<file path="src/rtl/cpu_run_ctrl.sv">
// Run-control front end: debounced buttons select the CPU execution mode and
// debug page, and drive work_ena plus a scanned active-low seven-segment display.
module cpu_run_ctrl #(
    parameter int unsigned NUM_DIGITS      = 4,
    parameter int unsigned NUM_PAGES       = 2,
    parameter int unsigned DEBOUNCE_CYCLES = 1000000,
    parameter int unsigned SCAN_CYCLES     = 100000,
    parameter int unsigned AUTO_PERIOD     = 50000000,
    localparam int unsigned PAGE_W = (NUM_PAGES > 1) ? $clog2(NUM_PAGES) : 1
) (
    input  logic                              i_clk,
    input  logic                              i_rst,
    input  logic                              i_btn_c,
    input  logic                              i_btn_u,
    input  logic                              i_btn_d,
    input  logic                              i_btn_l,
    input  logic                              i_btn_r,
    input  logic [NUM_PAGES*4*NUM_DIGITS-1:0] i_disp_bus,
    output logic                              o_work_ena,
    output logic [1:0]                        o_mode,
    output logic [PAGE_W-1:0]                 o_page,
    output logic [31:0]                       o_exec_count,
    output logic [NUM_DIGITS-1:0]             o_seg_an,
    output logic [7:0]                        o_seg_seg
);
    localparam int unsigned NB        = 5;
    localparam int unsigned BTN_C     = 0;
    localparam int unsigned BTN_U     = 1;
    localparam int unsigned BTN_D     = 2;
    localparam int unsigned BTN_L     = 3;
    localparam int unsigned BTN_R     = 4;
    localparam int unsigned DB_W      = (DEBOUNCE_CYCLES > 1) ? $clog2(DEBOUNCE_CYCLES) : 1;
    localparam int unsigned SC_W      = (SCAN_CYCLES > 1) ? $clog2(SCAN_CYCLES) : 1;
    localparam int unsigned AU_W      = $clog2(AUTO_PERIOD);
    localparam int unsigned IDX_W     = (NUM_DIGITS > 1) ? $clog2(NUM_DIGITS) : 1;
    localparam int unsigned PAGE_BITS = 4 * NUM_DIGITS;

    localparam logic [1:0] MODE_HALT = 2'd0;
    localparam logic [1:0] MODE_STEP = 2'd1;
    localparam logic [1:0] MODE_AUTO = 2'd2;
    localparam logic [1:0] MODE_RUN  = 2'd3;

    logic [NB-1:0] w_btn_raw;
    logic [NB-1:0] w_press;

    assign w_btn_raw = {i_btn_r, i_btn_l, i_btn_d, i_btn_u, i_btn_c};

    // Per-button synchroniser, debounce counter and rising-edge press pulse
    for (genvar g = 0; g < NB; g++) begin : g_btn
        logic            r_sync1;
        logic            r_sync2;
        logic            r_level;
        logic            r_press;
        logic [DB_W-1:0] r_cnt;

        always_ff @(posedge i_clk) begin
            if (i_rst) begin
                r_sync1 <= 1'b0;
                r_sync2 <= 1'b0;
                r_level <= 1'b0;
                r_press <= 1'b0;
                r_cnt   <= '0;
            end else begin
                r_sync1 <= w_btn_raw[g];
                r_sync2 <= r_sync1;
                r_press <= 1'b0;
                if (r_sync2 != r_level) begin
                    if (r_cnt == DB_W'(DEBOUNCE_CYCLES - 1)) begin
                        r_level <= r_sync2;
                        r_press <= r_sync2;
                        r_cnt   <= '0;
                    end else begin
                        r_cnt <= r_cnt + DB_W'(1);
                    end
                end else begin
                    r_cnt <= '0;
                end
            end
        end

        assign w_press[g] = r_press;
    end

    logic [1:0]        r_mode;
    logic [1:0]        w_mode_nxt;
    logic              r_work_ena;
    logic              w_work_ena_nxt;
    logic [AU_W-1:0]   r_auto_cnt;
    logic [31:0]       r_exec_count;
    logic [PAGE_W-1:0] r_page;

    // Mode state register
    always_ff @(posedge i_clk) begin
        if (i_rst) r_mode <= MODE_HALT;
        else       r_mode <= w_mode_nxt;
    end

    // Next mode: halt wins over next-mode
    always_comb begin
        w_mode_nxt = r_mode;
        if (w_press[BTN_D])      w_mode_nxt = MODE_HALT;
        else if (w_press[BTN_U]) w_mode_nxt = r_mode + 2'd1;
    end

    // work_ena cause; suppressed in any cycle where the mode is changing
    always_comb begin
        w_work_ena_nxt = 1'b0;
        if (w_mode_nxt == r_mode) begin
            case (r_mode)
                MODE_STEP: w_work_ena_nxt = w_press[BTN_C];
                MODE_AUTO: w_work_ena_nxt = (r_auto_cnt == AU_W'(AUTO_PERIOD - 1));
                MODE_RUN:  w_work_ena_nxt = 1'b1;
                default:   w_work_ena_nxt = 1'b0;
            endcase
        end
    end

    always_ff @(posedge i_clk) begin
        if (i_rst) begin
            r_work_ena   <= 1'b0;
            r_auto_cnt   <= '0;
            r_exec_count <= '0;
            r_page       <= '0;
        end else begin
            r_work_ena   <= w_work_ena_nxt;
            r_exec_count <= r_exec_count + 32'(r_work_ena);
            if (r_mode != MODE_AUTO || r_auto_cnt == AU_W'(AUTO_PERIOD - 1))
                r_auto_cnt <= '0;
            else
                r_auto_cnt <= r_auto_cnt + AU_W'(1);
            if (w_press[BTN_R] && !w_press[BTN_L])
                r_page <= (r_page == PAGE_W'(NUM_PAGES - 1)) ? '0 : r_page + PAGE_W'(1);
            else if (w_press[BTN_L] && !w_press[BTN_R])
                r_page <= (r_page == '0) ? PAGE_W'(NUM_PAGES - 1) : r_page - PAGE_W'(1);
        end
    end

    logic [SC_W-1:0]      r_scan_cnt;
    logic [IDX_W-1:0]     r_idx;
    logic [NUM_DIGITS-1:0] r_seg_an;
    logic [7:0]           r_seg_seg;
    logic [PAGE_BITS-1:0] w_page_word;
    logic [3:0]           w_nibble;
    logic [6:0]           w_glyph;
    logic                 w_dp_n;

    always_comb begin
        w_page_word = '0;
        for (int p = 0; p < int'(NUM_PAGES); p++)
            if (int'(r_page) == p) w_page_word = i_disp_bus[p*PAGE_BITS +: PAGE_BITS];
    end

    always_comb begin
        w_nibble = '0;
        for (int d = 0; d < int'(NUM_DIGITS); d++)
            if (int'(r_idx) == d) w_nibble = w_page_word[d*4 +: 4];
    end

    // Active-low {g,f,e,d,c,b,a} hex glyphs
    always_comb begin
        case (w_nibble)
            4'h0:    w_glyph = 7'b1000000;
            4'h1:    w_glyph = 7'b1111001;
            4'h2:    w_glyph = 7'b0100100;
            4'h3:    w_glyph = 7'b0110000;
            4'h4:    w_glyph = 7'b0011001;
            4'h5:    w_glyph = 7'b0010010;
            4'h6:    w_glyph = 7'b0000010;
            4'h7:    w_glyph = 7'b1111000;
            4'h8:    w_glyph = 7'b0000000;
            4'h9:    w_glyph = 7'b0010000;
            4'hA:    w_glyph = 7'b0001000;
            4'hB:    w_glyph = 7'b0000011;
            4'hC:    w_glyph = 7'b1000110;
            4'hD:    w_glyph = 7'b0100001;
            4'hE:    w_glyph = 7'b0000110;
            default: w_glyph = 7'b0001110;
        endcase
    end

    // The decimal point marks the digit whose index equals the current mode
    assign w_dp_n = (int'(r_idx) != int'(r_mode));

    always_ff @(posedge i_clk) begin
        if (i_rst) begin
            r_scan_cnt <= '0;
            r_idx      <= '0;
            r_seg_an   <= '1;
            r_seg_seg  <= 8'hFF;
        end else begin
            r_seg_an  <= ~(NUM_DIGITS'(1) << r_idx);
            r_seg_seg <= {w_dp_n, w_glyph};
            if (r_scan_cnt == SC_W'(SCAN_CYCLES - 1)) begin
                r_scan_cnt <= '0;
                r_idx      <= (r_idx == IDX_W'(NUM_DIGITS - 1)) ? '0 : r_idx + IDX_W'(1);
            end else begin
                r_scan_cnt <= r_scan_cnt + SC_W'(1);
            end
        end
    end

    assign o_work_ena   = r_work_ena;
    assign o_mode       = r_mode;
    assign o_page       = r_page;
    assign o_exec_count = r_exec_count;
    assign o_seg_an     = r_seg_an;
    assign o_seg_seg    = r_seg_seg;

endmodule
</file>
<file path="config.mk">
export PLATFORM = sky130hd
export DESIGN_NAME = cpu_run_ctrl
export DESIGN_NICKNAME = d
export VERILOG_FILES = /design/src/rtl/cpu_run_ctrl.sv
export SDC_FILE = /design/constraint.sdc
export NUM_CORES = 1
export LEC_CHECK = 0
export CORE_MARGIN = 4
export CORE_UTILIZATION = 45
export CTS_BUF_LIST = sky130_fd_sc_hd__clkbuf_8
export CTS_CLUSTER_SIZE = 28
export DETAILED_ROUTE_END_ITERATION = 8
export PLACE_DENSITY_LB_ADDON = 0.3
export REMOVE_ABC_BUFFERS = 1
export SLEW_MARGIN = 20
export SYNTH_ARGS = -nofsm -noshare
export SYNTH_HDL_FRONTEND = slang
export SYNTH_SLANG_ARGS = --single-unit
</file>
<file path="constraint.sdc">
create_clock -name i_clk -period 2.68 [get_ports i_clk]
set_clock_uncertainty 0.15 [all_clocks]
set_input_delay 0.536 -clock i_clk [delete_from_list [all_inputs] [get_ports i_clk]]
set_output_delay 0.536 -clock i_clk [all_outputs]
set_load 0.05 [all_outputs]
</file>
==> metrics.txt, run 1 <==
# TYPE chip_impl_metric gauge
chip_impl_metric{name="core_region_area",unit="mm2"} 0.0204
chip_impl_metric{name="layout-drive-gt1-share",unit="%"} 7.68
chip_impl_metric{name="grt_start_max_net_pins",unit=""} 27
chip_impl_metric{name="yosysWarnings",unit=""} 0
chip_impl_metric{name="port-buffer-count",unit=""} 86
chip_impl_metric{name="design.die.area",unit="mm2"} 0.0232
chip_impl_metric{name="clkPwrFrac",unit="%"} 45.3
chip_impl_metric{name="period_minus_slack",unit="ns"} 2.58
chip_impl_metric{name="chipHeight",unit="um"} 152
chip_impl_metric{name="fin_crit_sh",unit="%"} 96.1
chip_impl_metric{name="power.leakage",unit="nW"} 3.86
chip_impl_metric{name="max_slew_margin",unit="%"} 49.0
chip_impl_metric{name="smallest_hold_slack",unit="ns"} 0.286
chip_impl_metric{name="postSynthRegisterBits",unit=""} 213
chip_impl_metric{name="max_cap_viol_count",unit=""} 0
chip_impl_metric{name="async_sr_flop_fraction",unit="%"} 0
chip_impl_info{name="path_class",value="reg2reg"} 1
chip_impl_metric{name="grt_antenna_before_repair",unit=""} 0
chip_impl_info{name="worst_hold_path_startpoint",value="g_btn[2].r_sync1"} 1
chip_impl_info{name="ys_top_cells_by_count",value="sky130_fd_sc_hd__nor2_1, sky130_fd_sc_hd__dfxtp_1, sky130_fd_sc_hd__xnor2_1"} 1
chip_impl_info{name="ys.flop_type",value="sky130_fd_sc_hd__dfxtp_1"} 1
chip_impl_metric{name="clock.fmax",unit="MHz"} 388
chip_impl_metric{name="detail_route.first_pass.iterations",unit=""} 4
chip_impl_metric{name="post_cts_hold_buffer_count",unit=""} 0
chip_impl_metric{name="core.rowCount",unit=""} 52
chip_impl_metric{name="timing.critical_path.arrival",unit="ns"} 2.81
chip_impl_metric{name="p_per_area",unit="mW/mm2"} 553
chip_impl_metric{name="die-width",unit="um"} 152
chip_impl_metric{name="grt_first_pass_wirelength",unit="um"} 33000
chip_impl_metric{name="power.combinational.fraction",unit="%"} 3.7
chip_impl_info{name="synthTopCellsByArea",value="sky130_fd_sc_hd__dfxtp_1, sky130_fd_sc_hd__nor2_1, sky130_fd_sc_hd__xnor2_1"} 1
chip_impl_info{name="yosysMostFrequentCell",value="sky130_fd_sc_hd__nor2_1"} 1
chip_impl_info{name="hold_class",value="reg2reg"} 1
chip_impl_info{name="critical_path.endpoint_type",value="flip-flop"} 1
chip_impl_metric{name="cts_made_buffers",unit=""} 38
chip_impl_metric{name="max-vdd-ir-drop",unit="mV"} 0.327
chip_impl_metric{name="initial_core_util",unit="%"} 46.1
chip_impl_metric{name="detail_route.wirelength",unit="um"} 18900
chip_impl_metric{name="num-fill-cells",unit=""} 1866
chip_impl_info{name="critical_path.startpoint_type",value="flip-flop"} 1
chip_impl_info{name="crit-reg2reg-launch",value="r_idx[0]"} 1
chip_impl_info{name="grt_setup_unrepaired",value="yes"} 1
chip_impl_metric{name="synth_enable_flop_cells",unit=""} 0
chip_impl_metric{name="power_spent_charging_and_discharging_nets",unit="mW"} 1.39
chip_impl_metric{name="synth.avg_cell_area",unit="um2"} 8.91
chip_impl_metric{name="transition_time_at_the_pin_with_the_least_slew_margin",unit="ns"} 0.758
chip_impl_metric{name="switch_share",unit="%"} 22.1
chip_impl_metric{name="synthCells",unit=""} 1053
chip_impl_info{name="outcome",value="finished, final reports clean"} 1
chip_impl_info{name="cts_root_buf",value="sky130_fd_sc_hd__clkbuf_8"} 1
chip_impl_metric{name="cp.required",unit="ns"} 2.91
chip_impl_metric{name="yosysTopAreaCellShare",unit="%"} 45.5
chip_impl_metric{name="finalCoreUtilization",unit="%"} 55.8
chip_impl_metric{name="synth_seq_area_share",unit="%"} 45.5
chip_impl_metric{name="power.sequential.fraction",unit="%"} 51.0
chip_impl_metric{name="numClockSinks",unit=""} 213
chip_impl_metric{name="areaGrowthSynthToFinish",unit="%"} 21.1
chip_impl_metric{name="number_of_global_route_vias_before_repair",unit=""} 6968
chip_impl_metric{name="synth.lib_cells_used.distinct",unit=""} 49
chip_impl_info{name="crit_start",value="r_idx[0]"} 1
chip_impl_metric{name="wl_per_cell",unit="um"} 12.9
chip_impl_metric{name="grt_remaining_overflow",unit=""} 0
chip_impl_metric{name="final-max-slew-violation-count",unit=""} 0
chip_impl_metric{name="p_int",unit="mW"} 4.90
chip_impl_metric{name="postCtsSetupBuffers",unit=""} 0
chip_impl_metric{name="hpwl",unit="um"} 13200
chip_impl_metric{name="postRouteAntennaNets",unit=""} 0
chip_impl_metric{name="htree_levels",unit=""} 2
chip_impl_metric{name="final-hold-violation-count",unit=""} 0
chip_impl_metric{name="vias_per_cell",unit=""} 4.97
chip_impl_metric{name="cp_max_fo",unit=""} 15
chip_impl_metric{name="detailroute.via_count",unit=""} 7299
chip_impl_metric{name="clk_path_buf_depth",unit=""} 3
chip_impl_metric{name="design.final.nets",unit=""} 1236
chip_impl_metric{name="grt.total_usage",unit="%"} 16.4
chip_impl_metric{name="post_synth_instance_area",unit="mm2"} 0.00938
chip_impl_metric{name="worst_skew_pair.late_latency",unit="ns"} 0.52
chip_impl_metric{name="io_pins",unit=""} 87
chip_impl_info{name="synth_area_leader_cell",value="sky130_fd_sc_hd__dfxtp_1"} 1
chip_impl_metric{name="final-setup-viol-count",unit=""} 0
chip_impl_metric{name="clk_pin_slew_worst_setup_hold_paths",unit="ns"} 0.06
chip_impl_metric{name="gp_congestion",unit=""} 0.801
chip_impl_info{name="tritoncts",value="done"} 1
chip_impl_metric{name="drc_errors",unit=""} 0
chip_impl_metric{name="antennaDiodeCount",unit=""} 0
chip_impl_metric{name="drt_first_iter_violations",unit=""} 277
final cells by class:
cell class              instances  area [um2]  share of cell area, %
clock buffers                  48         661                   5.82
clock inverters                15        66.3                  0.584
inverters                      30         113                  0.992
multi-input cells             780        4840                   42.6
flip-flops and latches        213        4260                   37.6
well taps                     270         338                   2.98
repair buffers                112        1070                   9.45
timing repair:
| action | CTS | global route |
|---|---|---|
| gates resized for setup | 1 | 2 |
| gates cloned | 0 | 0 |
| setup endpoints to repair | 1 | 3 |
| endpoints found under the hold margin | 0 | 0 |
power groups by stage:
stage | combinational (mW) | sequential, mW | clock [mW]
2_1_floorplan | 0.0704 | 3.31 | 0
3_3_place_gp | 0.232 | 3.27 | 0
3_5_place_dp | 0.234 | 3.27 | 0
4_1_cts | 0.236 | 3.20 | 2.95
5_1_grt | 0.254 | 3.21 | 3.10
6_report | 0.235 | 3.20 | 2.84
stage by stage:
step / instances / TNS [ns] / cell area, um2 / setup slack (ns) / power (mW)
6_report: 1468 / 0 / 11400 / 0.105 / 6.28
5_1_grt: 1468 / -0.0945 / 11400 / -0.0550 / 6.56
4_1_cts: 1468 / 0 / 11300 / 0.0457 / 6.39
3_5_place_dp: 1405 / -0.931 / 10600 / -0.285 / 3.51
3_3_place_gp: 1405 / -0.639 / 10600 / -0.249 / 3.50
2_1_floorplan: 1023 / -0.449 / 9210 / -0.214 / 3.38
sequential cells by signal (all words and copies together) (netlist names):
register and count:
g_btn.r_sync2 5, r_idx 2, o_seg_an 4, g_btn.r_sync1 5
o_seg_seg 8, o_mode 2, o_exec_count 32, g_btn.r_cnt 100
g_btn.r_press 5, o_work_ena 1, r_auto_cnt 26, g_btn.r_level 5
o_page 1, r_scan_cnt 17
final timing paths:
kind | endpoint | slack, ns | depth (start not counted)
worst max register to register | o_seg_seg[0] | 0.10 | 7
worst min-delay path | g_btn[2].r_sync2 | 0.29 | 1
worst max-delay path | o_seg_seg[0] | 0.10 | 7
worst min register to register | g_btn[2].r_sync2 | 0.29 | 1
worst max-delay path, cell delays in order, from the launching register on:
cell and delay, ns:
sky130_fd_sc_hd__dfxtp_1 0.40, sky130_fd_sc_hd__buf_4 0.15, sky130_fd_sc_hd__ha_1 0.42, sky130_fd_sc_hd__nor2b_2 0.11, sky130_fd_sc_hd__a22o_1 0.26, sky130_fd_sc_hd__or2_1 0.44, sky130_fd_sc_hd__o41ai_1 0.40, sky130_fd_sc_hd__nor3_1 0.11
cells by family (layout without fill, tap and decap cells):
logic type	after synthesis	in the layout	share of synthesized area [%]
buffers and inverters	60	205	3.04
flip-flops	213	213	45.5
AO/OA/AOI/OAI	36	36	2.71
multiplexers	26	26	2.77
adder cells (fa/ha/maj)	22	22	2.93
XOR/XNOR	161	161	15.0
AND/OR/NAND/NOR	535	535	28.0
metal layers:
layer / part of all wire (%) / track usage, % / wire, um / vias up
li1: - / - / - / 3817
met1: 49 / 22.4 / 9320 / 3337
met2: 45 / 25.7 / 8450 / 117
met3: 4.3 / 3.72 / 806 / 28
met4: 1.7 / 5.52 / 314 / 0
met5: 0 / 0 / 0 / -
layout by cell type, fill, tap and decap left out, drive strengths merged, types with 5 or more instances in the layout:
cell type      instances
and3                  29
o211ai                 6
nor2b                 15
and4                  10
nor2                 214
nor3                  25
o21ai                  7
clkdlybuf4s50         84
nor4                  23
xor2                  79
xnor2                 82
or3                    8
dfxtp                213
buf                   28
nand2                 65
a21oi                  5
nor4b                 12
ha                    22
clkbuf                48
nand3                 73
mux2i                 26
or2                    5
and2                   6
nand4                 33
or4                    5
inv                   41
Note: power is estimated with default switching activity, not from simulation.
==> run 2: changes to the inputs <==
- ABC_CLOCK_PERIOD_IN_PS: default -> 2680
- SKIP_CTS_REPAIR_TIMING: default -> 1
==> run 2 against run 1 <==
Worst setup slack worse by 0.010 ns. Die area is the same. Wire length about the same. Non-clock buffer count did not move. Global-route usage is essentially flat. Total power barely moved. Final cell count is the same. Sequential share of layout area unchanged. Critical path depth stayed put. Core utilization did not move. Final area unchanged. Register-to-register slack hardly changed. Critical path type unchanged. Critical endpoint unchanged. Largest cell class unchanged. Largest power group unchanged.
==> metrics.txt, run 2 (synthesized netlist as in run 1, its figures left out) <==
# TYPE chip_impl_metric gauge
chip_impl_info{name="outcome",value="finished, final reports clean"} 1
chip_impl_metric{name="timing.setup.tns",unit="ns"} 0
chip_impl_metric{name="vias_per_cell",unit=""} 4.97
chip_impl_metric{name="wl_per_cell",unit="um"} 12.9
chip_impl_metric{name="finalCoreUtilization",unit="%"} 55.8
chip_impl_metric{name="layout-drive-gt1-share",unit="%"} 7.68
chip_impl_metric{name="globalRouteMet1Util",unit="%"} 22.3
chip_impl_metric{name="detailroute.via_count",unit=""} 7301
chip_impl_metric{name="final_area",unit="mm2"} 0.0114
chip_impl_metric{name="final-setup-viol-count",unit=""} 0
chip_impl_metric{name="clk_path_buf_depth",unit=""} 3
chip_impl_metric{name="core.rowCount",unit=""} 52
chip_impl_metric{name="grtUsageMet3",unit="%"} 3.72
chip_impl_metric{name="fin_crit_sh",unit="%"} 96.5
chip_impl_metric{name="worst_skew_pair.late_latency",unit="ns"} 0.52
chip_impl_metric{name="fin_total_pwr",unit="mW"} 6.28
chip_impl_metric{name="post-route-worst-setup-slack",unit="ns"} 0.0948
chip_impl_metric{name="gr-usage-met2",unit="%"} 25.7
chip_impl_metric{name="grt_antenna_before_repair",unit=""} 0
chip_impl_metric{name="chipHeight",unit="um"} 152
chip_impl_metric{name="io_pins",unit=""} 87
chip_impl_metric{name="htree_levels",unit=""} 2
chip_impl_metric{name="timing.critical_path.arrival",unit="ns"} 2.82
chip_impl_metric{name="grt_start_max_net_pins",unit=""} 27
chip_impl_info{name="grt_busiest_layer",value="met2"} 1
chip_impl_metric{name="postRouteAntennaNets",unit=""} 0
chip_impl_metric{name="dpl_cell_area",unit="mm2"} 0.0106
chip_impl_metric{name="transition_time_at_the_pin_with_the_least_slew_margin",unit="ns"} 0.758
chip_impl_metric{name="final-hold-violation-count",unit=""} 0
chip_impl_metric{name="power.leakage",unit="nW"} 3.86
chip_impl_metric{name="cts_made_buffers",unit=""} 38
chip_impl_metric{name="worst-r2r-setup-slack",unit="ns"} 0.09
chip_impl_metric{name="max_cap_viol_count",unit=""} 0
chip_impl_metric{name="final-max-slew-violation-count",unit=""} 0
chip_impl_metric{name="grt_first_pass_wirelength",unit="um"} 32900
chip_impl_metric{name="antennaDiodeCount",unit=""} 0
chip_impl_metric{name="grt_remaining_overflow",unit=""} 0
chip_impl_info{name="mostFrequentLayoutCells",value="sky130_fd_sc_hd__nor2_1, sky130_fd_sc_hd__dfxtp_1, sky130_fd_sc_hd__clkdlybuf4s50_1"} 1
chip_impl_metric{name="num-fill-cells",unit=""} 1866
chip_impl_metric{name="cp_max_fo",unit=""} 15
chip_impl_metric{name="detail_route.wirelength",unit="um"} 18900
chip_impl_metric{name="p_per_area",unit="mW/mm2"} 553
chip_impl_info{name="grt_setup_unrepaired",value="yes"} 1
chip_impl_metric{name="gp_congestion",unit=""} 0.801
chip_impl_metric{name="grt.total_usage",unit="%"} 16.4
chip_impl_metric{name="drc_errors",unit=""} 0
chip_impl_metric{name="port-buffer-count",unit=""} 86
chip_impl_metric{name="areaGrowthSynthToFinish",unit="%"} 21.1
chip_impl_metric{name="clk_pin_slew_worst_setup_hold_paths",unit="ns"} 0.06
chip_impl_metric{name="clock.fmax",unit="MHz"} 387
chip_impl_info{name="largest_register",value="g_btn.r_cnt"} 1
chip_impl_metric{name="die-width",unit="um"} 152
chip_impl_info{name="critical_path.startpoint_type",value="flip-flop"} 1
chip_impl_metric{name="multi_input_comb_area",unit="mm2"} 0.00484
chip_impl_metric{name="post-place-ws",unit="ns"} -0.285
chip_impl_metric{name="seqCellArea",unit="mm2"} 0.00426
chip_impl_info{name="tritoncts",value="done"} 1
chip_impl_metric{name="cp.required",unit="ns"} 2.91
chip_impl_metric{name="design.final.nets",unit=""} 1236
chip_impl_info{name="critical_path.endpoint_type",value="flip-flop"} 1
chip_impl_info{name="cts_root_buf",value="sky130_fd_sc_hd__clkbuf_8"} 1
chip_impl_metric{name="max-vdd-ir-drop",unit="mV"} 0.327
chip_impl_info{name="path_class",value="reg2reg"} 1
chip_impl_metric{name="core_region_area",unit="mm2"} 0.0204
chip_impl_metric{name="hpwl",unit="um"} 13200
chip_impl_metric{name="design.die.area",unit="mm2"} 0.0232
chip_impl_metric{name="max_slew_margin",unit="%"} 49.0
chip_impl_metric{name="detail_route.first_pass.iterations",unit=""} 4
chip_impl_metric{name="initial_core_util",unit="%"} 46.1
chip_impl_metric{name="numClockSinks",unit=""} 213
chip_impl_metric{name="drt_first_iter_violations",unit=""} 287
chip_impl_metric{name="number_of_global_route_vias_before_repair",unit=""} 6960
chip_impl_metric{name="period_minus_slack",unit="ns"} 2.59
chip_impl_info{name="hold_class",value="reg2reg"} 1
chip_impl_metric{name="largest_reg_flops",unit=""} 100
[run 2: cell type report]
class                   instances  share of cell area, %
clock buffers                  48                   5.82
clock inverters                15                  0.584
inverters                      30                  0.992
multi-input cells             780                   42.6
flip-flops and latches        213                   37.6
well taps                     270                   2.98
repair buffers                112                   9.45
[run 2: path summary, 6_finish.rpt]
path              depth (start not counted)                to        startpoint
setup reg to reg                          7      o_seg_seg[0]          r_idx[0]
hold reg to reg                           1  g_btn[2].r_sync2  g_btn[2].r_sync1
setup / recovery                          7      o_seg_seg[0]          r_idx[0]
hold / removal                            1  g_btn[2].r_sync2  g_btn[2].r_sync1
[run 2: per-stage QoR]
stage / std cells / hold WS, ns
after floorplan: 1023 / 0.264
after global placement: 1405 / 0.268
after detailed placement: 1405 / 0.271
after CTS: 1468 / 0.290
after global routing: 1468 / 0.313
final: 1468 / 0.286
[run 2: critical path, stage by stage, from the launching register on]
cell and delay, ns:
sky130_fd_sc_hd__dfxtp_1 0.40, sky130_fd_sc_hd__buf_4 0.15, sky130_fd_sc_hd__ha_1 0.42, sky130_fd_sc_hd__nor2b_2 0.11
sky130_fd_sc_hd__a22o_1 0.26, sky130_fd_sc_hd__or2_1 0.44, sky130_fd_sc_hd__o41ai_1 0.41, sky130_fd_sc_hd__nor3_1 0.11
[run 2: routing by layer]
layer	wire length, um	vias to the layer above	share of wire (%)
li1	-	3816	-
met1	9340	3346	49
met2	8450	113	45
met3	806	26	4.3
met4	299	0	1.6
met5	0	-	0
[run 2: power by group]
part,total [mW],internal (mW),leakage [nW],switching (mW)
clock network,2.84,1.60,0.412,1.25
logic,0.235,0.109,1.72,0.126
registers,3.20,3.19,1.72,0.0123
==> patch, RTL diff (settings of run 2) <==
Change the parameter `AUTO_PERIOD` from 50000000 to 100000000.
--- a/src/rtl/cpu_run_ctrl.sv
+++ b/src/rtl/cpu_run_ctrl.sv
@@ -5,7 +5,7 @@
     parameter int unsigned NUM_PAGES       = 2,
     parameter int unsigned DEBOUNCE_CYCLES = 1000000,
     parameter int unsigned SCAN_CYCLES     = 100000,
-    parameter int unsigned AUTO_PERIOD     = 50000000,
+    parameter int unsigned AUTO_PERIOD     = 100000000,
     localparam int unsigned PAGE_W = (NUM_PAGES > 1) ? $clog2(NUM_PAGES) : 1
 ) (
     input  logic                              i_clk,
Behaviour: no difference found for any inputs over 10 cycles, from zero or initial values and one cycle with i_rst high; that may be too few to reach the edited logic, so the function may still have changed.
==> patch against run 2 <==
Global-route usage decreased by 0.51 points. Sequential share of layout area rose by 0.16 points. Critical endpoint is now o_mode[0]. Cell area increased by 0.11%. Largest power group unchanged. Area after synthesis grew 0.12%. Total power increased by 2.3%. Wire length decreased by 2.9%. Via count down 1.4%. Sequential cell count is 1 higher. Fmax barely moved. Worst setup slack got worse by 0.0013 ns.
==> patch: results (changes against run 2) <==
- Outcome: finished, final reports clean
- Synth Area in Compound Gates: 4.17% (+1.5 points)
- Delay-heaviest family, CP: buffers and inverters
- Largest net degree at the start of global routing: 26 (-3.7%)
- Count of multi-input gates: 779 (-0.13%)
- CP Capture Point: o_mode[0]
- Register area share after synthesis: 45.6% (+0.16 points)
- Footprint of the multi-input gates: 4860 um2 (+0.44%)
- WP data arrival: 1.90 ns (-0.92 ns)
- Worst Tran Pin Value: 0.621 ns (-0.136 ns)
- Pre-CTS WS: -0.0801 ns (+0.205 ns)
- Placed cells: 1,395 (-0.71%)
- Metal2 WL: 8070 um (-4.5%)
- PwrDens: 566 nW/um2 (+2.2%)
- Crit. Startpoint: o_mode[0]
- Inverters: 20 (-33%)
- FF-to-FF setup slack: 0.20 ns (+0.11 ns)
- R2r startpoint: r_idx[1]
- Synth unique cells: 60 (+22%)
- Clock-cell share: 6.67% (+0.27 points)
- Met1 Use GR: 21.2% (-1.2 points)
- Detail Placement HPWL: 12,800 um (-2.9%)
- Post-synthesis xor/xnor area fraction: 14.6% (-0.48 points)
- R2r endpoint: o_seg_seg[3]
- Seq area share: 37.7% (+0.16 points)
- DR vias: 7,200 (-1.4%)
- Synth top area cells: dfxtp_1 (46%), xor2_1 (9.2%), nor2_1 (8.3%)
- Met2 Use GR: 25.4% (-0.30 points)
- Global placement routability congestion: 0.799 (-0.35%)
- Fin nets: 1,226 (-0.81%)
-- patch: cell count changes after synthesis, sizes merged, moves of 8 or more --
| cell | before | now |
|---|---|---|
| mux2 | 0 | 8 |
| o21ai | 7 | 15 |
| nor4 | 23 | 12 |
| inv | 30 | 20 |
| xor2 | 79 | 99 |
| a21oi | 5 | 20 |
| mux2i | 26 | 14 |
| xnor2 | 82 | 57 |
-- patch: how the worst min path moves through the flow --
stage,startpoint,endpoint,slack (ns),depth (start not counted)
floorplan,r_auto_cnt[0],r_auto_cnt[0],0.26,1
global placement,g_btn[4].r_sync1,g_btn[4].r_sync2,0.27,1
detailed placement,g_btn[2].r_sync1,g_btn[2].r_sync2,0.27,1
CTS,g_btn[1].r_sync1,g_btn[1].r_sync2,0.29,1
global route,g_btn[2].r_sync1,g_btn[2].r_sync2,0.31,1
finish,g_btn[1].r_sync1,g_btn[1].r_sync2,0.29,1
